### src/rtl/project1_pkg.sv
// Shared types and constants for the Project1 button input stage.
package project1_pkg;

    typedef enum logic [1:0] {
        DB_REL    = 2'd0,
        DB_PEND_P = 2'd1,
        DB_PRS    = 2'd2,
        DB_PEND_R = 2'd3
    } db_state_e;

    // View-select codes in result multiplexer input order
    localparam logic [1:0] VIEW_MO = 2'd0;
    localparam logic [1:0] VIEW_CO = 2'd1;
    localparam logic [1:0] VIEW_LO = 2'd2;
    localparam logic [1:0] VIEW_AO = 2'd3;

    localparam int unsigned BTN_CAPTURE = 0;
    localparam int unsigned BTN_VIEW    = 1;

    // Counter width able to hold 0..n-1, never less than one bit
    function automatic int unsigned cnt_width(input int unsigned n);
        return (n > 1) ? $clog2(n) : 1;
    endfunction

endpackage

### src/rtl/btn_debounce.sv
// One button: 2-flop synchroniser, debounce FSM with hold counter, press pulse.
// BUTTON_AUTOREPEAT_EN adds a repeat request input and a PRS-state output.
module btn_debounce
    import project1_pkg::*;
#(
    parameter int unsigned DB_CYCLES = 500000
) (
    input  logic clk,
    input  logic rst_n,
    input  logic btn_n,
`ifdef BUTTON_AUTOREPEAT_EN
    input  logic repeat_req,
    output logic prs_c,
`endif
    output logic press,
    output logic held,
    output logic press_c
);

    localparam int unsigned CNT_W = cnt_width(DB_CYCLES);

    logic [1:0]       sync_q;
    logic             level;
    db_state_e        state, state_nxt;
    logic [CNT_W-1:0] cnt, cnt_nxt;
    logic             hit;
    logic             enter_prs;

    // Synchroniser resets to the released (high) level
    always_ff @(posedge clk or negedge rst_n) begin
        if (!rst_n) begin
            sync_q <= 2'b11;
        end else begin
            sync_q <= {sync_q[0], btn_n};
        end
    end

    assign level = ~sync_q[1];
    assign hit   = (cnt == CNT_W'(DB_CYCLES - 1));

    // Next state; counter clears on every state change
    always_comb begin
        state_nxt = state;
        cnt_nxt   = '0;
        enter_prs = 1'b0;
        case (state)
            DB_REL: begin
                if (level) state_nxt = DB_PEND_P;
            end
            DB_PEND_P: begin
                if (!level) begin
                    state_nxt = DB_REL;
                end else if (hit) begin
                    state_nxt = DB_PRS;
                    enter_prs = 1'b1;
                end else begin
                    cnt_nxt = cnt + CNT_W'(1);
                end
            end
            DB_PRS: begin
                if (!level) state_nxt = DB_PEND_R;
            end
            DB_PEND_R: begin
                if (level) begin
                    state_nxt = DB_PRS;
                end else if (hit) begin
                    state_nxt = DB_REL;
                end else begin
                    cnt_nxt = cnt + CNT_W'(1);
                end
            end
            default: state_nxt = DB_REL;
        endcase
    end

`ifdef BUTTON_AUTOREPEAT_EN
    assign prs_c   = (state == DB_PRS);
    assign press_c = enter_prs | (prs_c & repeat_req);
`else
    assign press_c = enter_prs;
`endif

    always_ff @(posedge clk or negedge rst_n) begin
        if (!rst_n) begin
            state <= DB_REL;
            cnt   <= '0;
            press <= 1'b0;
            held  <= 1'b0;
        end else begin
            state <= state_nxt;
            cnt   <= cnt_nxt;
            press <= press_c;
            held  <= (state_nxt == DB_PRS) || (state_nxt == DB_PEND_R);
        end
    end

endmodule

### src/rtl/button_input_stage.sv
// Button conditioning, view-select counter and switch capture for Project1.
// Define BUTTON_AUTOREPEAT_EN to auto-repeat the view-step button while held.
module button_input_stage
    import project1_pkg::*;
#(
    parameter int unsigned NUM_BTN       = 2,
    parameter int unsigned DB_CYCLES     = 500000,
    parameter int unsigned REPEAT_CYCLES = 25000000,
    parameter int unsigned OP_W          = 8
) (
    input  logic               clock,
    input  logic               reset_n,
    input  logic [NUM_BTN-1:0] buttons,
    input  logic [9:0]         switches,
    output logic [NUM_BTN-1:0] press,
    output logic [NUM_BTN-1:0] held,
    output logic [1:0]         sel,
    output logic [OP_W-1:0]    operand,
    output logic [1:0]         mode,
    output logic               capture_valid
);

    logic [NUM_BTN-1:0] press_c;

`ifdef BUTTON_AUTOREPEAT_EN
    localparam int unsigned        RPT_W    = cnt_width(REPEAT_CYCLES);
    localparam logic [NUM_BTN-1:0] RPT_MASK = NUM_BTN'(1) << BTN_VIEW;

    logic [NUM_BTN-1:0] prs;
    logic [NUM_BTN-1:0] rep_req;
`endif

    for (genvar i = 0; i < NUM_BTN; i++) begin : g_btn
`ifdef BUTTON_AUTOREPEAT_EN
        logic [RPT_W-1:0] rpt_cnt;
        logic             rpt_hit;

        // Repeat counter runs only while stable-pressed; masked buttons never repeat
        assign rpt_hit    = prs[i] && (rpt_cnt == RPT_W'(REPEAT_CYCLES - 1));
        assign rep_req[i] = RPT_MASK[i] && rpt_hit;

        always_ff @(posedge clock or negedge reset_n) begin
            if (!reset_n) begin
                rpt_cnt <= '0;
            end else if (!prs[i] || rpt_hit) begin
                rpt_cnt <= '0;
            end else begin
                rpt_cnt <= rpt_cnt + RPT_W'(1);
            end
        end
`endif

        btn_debounce #(
            .DB_CYCLES (DB_CYCLES)
        ) u_db (
            .clk        (clock),
            .rst_n      (reset_n),
            .btn_n      (buttons[i]),
`ifdef BUTTON_AUTOREPEAT_EN
            .repeat_req (rep_req[i]),
            .prs_c      (prs[i]),
`endif
            .press      (press[i]),
            .held       (held[i]),
            .press_c    (press_c[i])
        );
    end

    // Capture and view step act on the same edge that raises the press pulse
    always_ff @(posedge clock or negedge reset_n) begin
        if (!reset_n) begin
            sel           <= VIEW_MO;
            operand       <= '0;
            mode          <= 2'b00;
            capture_valid <= 1'b0;
        end else begin
            if (press_c[BTN_CAPTURE]) begin
                operand       <= switches[OP_W-1:0];
                mode          <= switches[9:8];
                capture_valid <= 1'b1;
            end
            if (press_c[BTN_VIEW]) begin
                sel <= sel + 2'd1;
            end
        end
    end

endmodule

### config.mk
export PLATFORM = sky130hd
export DESIGN_NAME = button_input_stage
export DESIGN_NICKNAME = d
export VERILOG_FILES = /design/src/rtl/project1_pkg.sv /design/src/rtl/btn_debounce.sv /design/src/rtl/button_input_stage.sv
export SDC_FILE = /design/constraint.sdc
export NUM_CORES = 1
export LEC_CHECK = 0
export ABC_AREA = 1
export CORE_ASPECT_RATIO = 1.1
export CORE_UTILIZATION = 41
export CTS_BUF_LIST = sky130_fd_sc_hd__clkbuf_16
export CTS_CLUSTER_DIAMETER = 40
export DETAILED_ROUTE_END_ITERATION = 8
export GPL_TIMING_DRIVEN = 0
export PLACE_DENSITY_LB_ADDON = 0.25
export SYNTH_ARGS = -nofsm -noshare
export SYNTH_HDL_FRONTEND = slang
export SYNTH_SLANG_ARGS = --single-unit
export TNS_END_PERCENT = 20
### constraint.sdc
create_clock -name clock -period 3.2 [get_ports clock]
set_input_delay 0.64 -clock clock [delete_from_list [all_inputs] [get_ports clock]]
set_output_delay 0.64 -clock clock [all_outputs]
set_load 0.02 [all_outputs]
==> results of run 1 <==
==> worst paths after layout <==
check	start	end	depth (start not counted)
min reg2reg	g_btn[1].u_db.sync_q[0]	g_btn[1].u_db.sync_q[1]	0
max	sel[0]	sel[0]	1
max in group asynchronous	reset_n	operand[5]	1
min in group asynchronous	reset_n	g_btn[1].u_db.cnt[12]	1
min	g_btn[1].u_db.sync_q[0]	g_btn[1].u_db.sync_q[1]	0
max reg2reg	g_btn[1].u_db.cnt[0]	g_btn[1].u_db.cnt[12]	7
==> metal layers <==
| metal | vias to the layer above | wire length [microns] |
|---|---|---|
| met5 | - | 0 |
| met4 | 0 | 184 |
| met3 | 18 | 212 |
| met2 | 50 | 3440 |
| met1 | 1325 | 3210 |
| li1 | 1467 | - |
==> layout make-up <==
| cell class | instances | area share [%] |
|---|---|---|
| buffer | 11 | 2.24 |
| clock buffer | 9 | 5.52 |
| clock inverter | 7 | 1.01 |
| inverter | 52 | 4.79 |
| multi-input combinational | 320 | 37.1 |
| sequential | 63 | 38.8 |
| tap | 108 | 3.31 |
| timing repair buffer | 30 | 7.30 |
==> power by group through the flow <==
stage	Clock (mW)	Sequential [mW]	Combinational (mW)
final	0.854	0.811	0.0609
after detailed placement	0	0.825	0.0625
after CTS	0.882	0.811	0.0627
after global placement	0	0.825	0.0620
after floorplan	0	0.824	0.0236
after global routing	0.919	0.811	0.0695
==> synth_stat cells <==
cell        n
a31oi_1     1
xor2_1     15
nor3_1     12
nor3_4      1
nor2_1     95
a21oi_1     1
buf_12      1
nor2_2     17
nand3_2     1
dfstp_2     4
inv_2       2
inv_1      50
nand3_1    27
nand2_1   116
a21boi_0    1
xnor2_1     1
nor2_4      3
nand4_1    16
clkbuf_1    2
nand3_4     1
ha_1        2
o21ai_0     8
buf_6       1
dfrtp_1    59
o21ai_1     1
buf_4       7
nand2_4     1
==> per-stage QoR <==
stage                     total power, mW  util, %  setup TNS (ns)  setup WS [ns]
final                                1.73     51.3               0           1.21
after global placement              0.887     48.0          -35.58         -0.608
after global routing                 1.80     51.3               0           1.15
after floorplan                     0.847        -               0           1.80
after detailed placement            0.887     47.9               0           1.55
after CTS                            1.76     51.3               0           1.19
==> sequential cells by signal, summed over array words and instances, names as in the netlist <==
name               cells
mode                   2
capture_valid          1
sel                    2
g_btn.u_db.sync_q      4
g_btn.u_db.held        2
operand                8
g_btn.u_db.press       2
g_btn.u_db.state       4
g_btn.u_db.cnt        38
==> logic make-up (layout without fill, tap and decap cells) <==
| logic type | Yosys count | count (layout) | synth area share (%) |
|---|---|---|---|
| DFF | 63 | 63 | 46.8 |
| xor gates and xnor gates | 16 | 16 | 4.15 |
| AOI/OAI and AO/OA | 12 | 12 | 1.89 |
| buffers and inverters | 63 | 109 | 8.48 |
| and+or+nand+nor | 290 | 290 | 37.9 |
| adders and majority gates | 2 | 2 | 0.740 |
==> cell usage in the layout (no fill, tap or decap), types with 12 or more instances in the layout <==
| master | instances |
|---|---|
| clkdlybuf4s50_1 | 29 |
| dfrtp_1 | 59 |
| inv_1 | 51 |
| nand2_1 | 116 |
| nand3_1 | 27 |
| nand4_1 | 16 |
| nor2_1 | 95 |
| nor2_2 | 17 |
| nor3_1 | 12 |
| xor2_1 | 15 |
==> reports/summary.txt, run 1 <==
status: finished, final reports clean
Layout Cells excl Fill: 600
sequential group share of total power: 47.0%
critical path class: flip-flop to output pin
first-pass GRT wire length: 12600 microns
Net Sw Power: 382 uW
Req. time, crit path: 2.56 ns
Routed wire per std cell: 11.7 microns
multi-input logic area: 1510 sq um
Overflow after GRT: 0
largest cells by area after synthesis: dfrtp_1, nand2_1, nor2_1, inv_1, nand3_1
sinks on the clock net: 63
Max clock buf depth: 2
met3 layer usage reported by global route: 3.74%
Placed Instances: 584
final worst-path cycle share: 62.2%
Site Rows: 34
internal power component: 1.34 mW
later-pin clock latency in the skew report: 0.33 ns
largest vdd supply drop: 0.000281 V
number of vias in the routed layout: 2860
clock tree from TritonCTS: yes
worst path cell trace: clkdlybuf4s50_1
quantity of hold-fixing buffers added after cts: 0
Maximum Capacitance Violations: 0
placer congestion estimate: 0.956
final slew viol count: 0
Critical Path Slowest Stage Cell: clkdlybuf4s50_1
initial antenna violation count: 0
count of boundary I/O pins: 31
Starting Density: 42.5%
Max FO, Critical Path: 4
element type at the critical path start: flip-flop
die width: 88.6 microns
minimum period implied by the final worst setup slack: 1.99 ns
via count of the first global-routing pass: 2864
switching power share of the total: 22.1%
fraction of layout instances using a drive strength above 1: 11.2%
initial drt markers: 168
buffer type at the clock tree root: clkbuf_16
Yosys warnings: 0
HPWL after DPL: 5090 microns
highest attainable clock frequency: 502 MHz
Syn Inst Count: 446
path category of the worst min-delay check: flip-flop to flip-flop
layer with the highest usage: met2
number of nets produced by synthesis: 462
fraction of met1 tracks used by global routing: 23.9%
mapped cell area: 3380 sq um
dominant delay contributor by cell family on the critical path: buffers and inverters
Finish-stage setup viols: 0
remaining design rule violation count: 0
largest net degree at the start of global routing: 64
Total Die Area: 8610 sq um
number of distinct library cell variants in the gate-level netlist after synthesis: 27
Logic pwr share: 3.5%
number of buffers added for setup after CTS: 0
DP Area: 3810 sq um
Worst-path clk slew: 0.05 ns
footprint of the flip-flops and latches: 1580 sq um
RSZ-0062 raised after global routing: false
first-pass iteration count of the detailed router: 5
Crit. End Element: output pin
height of the chip: 97.2 microns
nets@finish: 503
worst rel slew slack: 46.7%
Hold Violations, Final: 0
cts repair resizes: 0
Filler Cell Count: 787
DRT Wirelength: 7050 microns
PD cells: 423 nW/um^2
Worst path max stage delay: 0.63 ns
placeable core area: 7960 sq um
critical path arrival: 1.35 ns
ratio of routed vias to standard cells: 4.77
H-tree levels: 3
final antenna diode count: 0
Yosys reg bits: 63
slew of the pin with the lowest slew margin: 0.800 ns
worst hold slack: 0.357 ns
library cell occupying the most area in the post-synthesis netlist: dfrtp_1
buffers plus inverters on the worst setup path: 1
setup clock skew after layout: 0.00489 ns
reg2reg setup slack: 1.55 ns
quantity of I/O buffers inserted on ports: 30
top-area cell type share of the netlist area: 43.7%
final instance area: 4080 sq um
Leak Pwr: 1.77 nW
total CTS buffers: 9
global routing usage on met2: 30.4%
fraction of the yosys area taken by sequential cells: 46.8%
Layout Area Growth over Synthesis: 20.7%
antenna viol nets, final: 0
overall fraction of global-route tracks in use: 18.8%
portion of total power attributed to the clock network: 49.5%
per-instance average area after synthesis: 7.58 sq um
No activity file was read; power rests on OpenSTA's default activity.
==> run 2: changes to the inputs <==
==> constraint.sdc (replaced) <==
create_clock -name clock -period 1.6 [get_ports clock]
set_input_delay 0.32 -clock clock [delete_from_list [all_inputs] [get_ports clock]]
set_output_delay 0.32 -clock clock [all_outputs]
set_load 0.02 [all_outputs]
==> reports/summary.txt, run 2 (synthesis results as in run 1) <==
H-tree levels: 3 (unchanged)
top library cells by usage in the layout, fill and taps aside: nand2_1, nor2_1, dfrtp_1, inv_1, nand3_1
Total Die Area: 8610 sq um (unchanged)
PD cells: 829 nW/um^2 (+96%)
slew of the pin with the lowest slew margin: 0.791 ns (-0.00841 ns)
Critical Path Slowest Stage Cell: dfrtp_1
placer congestion estimate: 0.956 (unchanged)
Routed wire per std cell: 11.9 microns (+1.7%)
fraction of layout instances using a drive strength above 1: 14.5% (+3.4 points)
placeable core area: 7960 sq um (unchanged)
HPWL after DPL: 5090 microns (unchanged)
via count of the first global-routing pass: 2896 (+1.1%)
remaining design rule violation count: 0 (unchanged)
Leak Pwr: 1.80 nW (+1.9%)
element type at the critical path start: flip-flop
Site Rows: 34 (unchanged)
Starting Density: 42.5% (unchanged)
total CTS buffers: 9 (unchanged)
Layout Area Growth over Synthesis: 23.9%
global routing usage on met2: 31.0% (+0.59 points)
final core utilization: 52.6% (+1.4 points)
Crit. End Element: flip-flop
crit path setup slack, layout: 0.0628 ns (-1.15 ns)
Layout Cells excl Fill: 603 (+0.50%)
Overflow after GRT: 0 (unchanged)
clock tree from TritonCTS: yes
initial antenna violation count: 0 (unchanged)
buffer type at the clock tree root: clkbuf_16
Max clock buf depth: 2 (unchanged)
die width: 88.6 microns (unchanged)
worst path cell trace: ha_2, nand2_1, nor2_4, nand3_4, nand2_8, buf_12, nor2_2
Finish-stage setup viols: 0 (unchanged)
first-pass GRT wire length: 12700 microns (+0.93%)
most frequent standard cell in the layout excluding fill and tap cells: nand2_1
overall fraction of global-route tracks in use: 19.0% (+0.16 points)
later-pin clock latency in the skew report: 0.33 ns (about the same)
final antenna diode count: 0 (unchanged)
final slew viol count: 0 (unchanged)
Maximum Capacitance Violations: 0 (unchanged)
worst rel slew slack: 47.2% (+0.56 points)
sinks on the clock net: 63 (unchanged)
count of boundary I/O pins: 31 (unchanged)
highest attainable clock frequency: 651 MHz
largest vdd supply drop: 0.000562 V (+100%)
Req. time, crit path: 1.81 ns (-0.75 ns)
Worst path max stage delay: 0.39 ns (-0.24 ns)
critical path arrival: 1.75 ns (+0.40 ns)
fraction of met1 tracks used by global routing: 23.8% (-0.055 points)
antenna viol nets, final: 0 (unchanged)
first-pass iteration count of the detailed router: 4 (-1)
ratio of routed vias to standard cells: 4.81 (+0.89%)
Placed Instances: 584 (unchanged)
final worst-path cycle share: 96.1%
initial drt markers: 137 (-18%)
path category of the worst min-delay check: input port to asynchronous set/reset pin
DRT Wirelength: 7200 microns (+2.2%)
largest registers ranked by flip-flop count: g_btn.u_db.cnt: 38 flops, operand: 8 flops
met3 layer usage reported by global route: 3.74% (unchanged)
layer with the highest usage: met2
largest net degree at the start of global routing: 64 (unchanged)
post-placement worst setup slack: -0.0534 ns (-1.60 ns)
RSZ-0062 raised after global routing: true
quantity of I/O buffers inserted on ports: 30 (unchanged)
setup clock skew after layout: 0.00634 ns (+0.00145 ns)
max reg flops: 38 (unchanged)
Worst-path clk slew: 0.05 ns (about the same)
height of the chip: 97.2 microns (unchanged)
dominant delay contributor by cell family on the critical path: simple AND/OR/NAND/NOR gates
critical path class: flip-flop to flip-flop
nets@finish: 506 (+0.60%)
number of vias in the routed layout: 2900 (+1.4%)
status: finished, final reports clean
buffers plus inverters on the worst setup path: 1 (unchanged)
Max FO, Critical Path: 10 (+6)
minimum period implied by the final worst setup slack: 1.54 ns
Hold Violations, Final: 0 (unchanged)
top register by number of flip-flops: g_btn.u_db.cnt
[run 2: final cells by class]
| class | count | area [sq um] |
|---|---|---|
| plain buffers | 11 | 95.1 |
| clock buffers | 9 | 225 |
| clock inverters | 7 | 41.3 |
| fillers | 770 | 3770 |
| inverters | 52 | 195 |
| multi-input cells | 320 | 1610 |
| flip-flops and latches | 63 | 1580 |
| well taps | 108 | 135 |
| repair buffers | 33 | 303 |
[run 2: repair_timing]
item,4_1_cts,5_1_grt
endpoints found under the setup margin,33,42
gates resized for setup,21,20
setup buffers,0,3
gates cloned,0,0
pin swaps,0,5
hold buffers,0,0
[run 2: per-layer routing]
metal,wire length [microns],share of wire (%),vias to the layer above
li1,-,-,1476
met1,3280,46,1365
met2,3570,50,42
met3,185,2.6,17
met4,169,2.3,0
met5,0,0,-
[run 2: through the flow]
| stage | setup TNS [ns] | power (mW) | hold slack, ns | cell area [sq um] |
|---|---|---|---|---|
| floorplan | 0 | 1.69 | 0.0244 | 3380 |
| global placement | -115.85 | 1.77 | 0.346 | 3810 |
| detailed placement | -0.505 | 1.77 | 0.349 | 3810 |
| CTS | -0.110 | 3.51 | 0.116 | 4080 |
| global route | -0.127 | 3.61 | 0.168 | 4190 |
| finish | 0 | 3.47 | 0.0857 | 4190 |
[run 2: worst paths after layout]
check,from,endpoint,slack [ns],cells past startpoint
setup / recovery,g_btn[1].u_db.cnt[0],g_btn[1].u_db.cnt[8],0.06,7
hold / removal,reset_n,g_btn[1].u_db.cnt[13],0.09,1
setup reg to reg,g_btn[1].u_db.cnt[0],g_btn[1].u_db.cnt[8],0.06,7
hold reg to reg,g_btn[1].u_db.sync_q[0],g_btn[1].u_db.sync_q[1],0.36,0
max in group asynchronous,reset_n,g_btn[1].u_db.cnt[7],1.00,1
min in group clock,g_btn[1].u_db.sync_q[0],g_btn[1].u_db.sync_q[1],0.36,0
[run 2: where the power goes]
part / internal (mW) / switching [mW] / total, mW
Combinational: 0.0512 / 0.0787 / 0.130
Sequential: 1.61 / 0.0122 / 1.62
Clock: 1.03 / 0.687 / 1.72
Total: 2.69 / 0.778 / 3.47
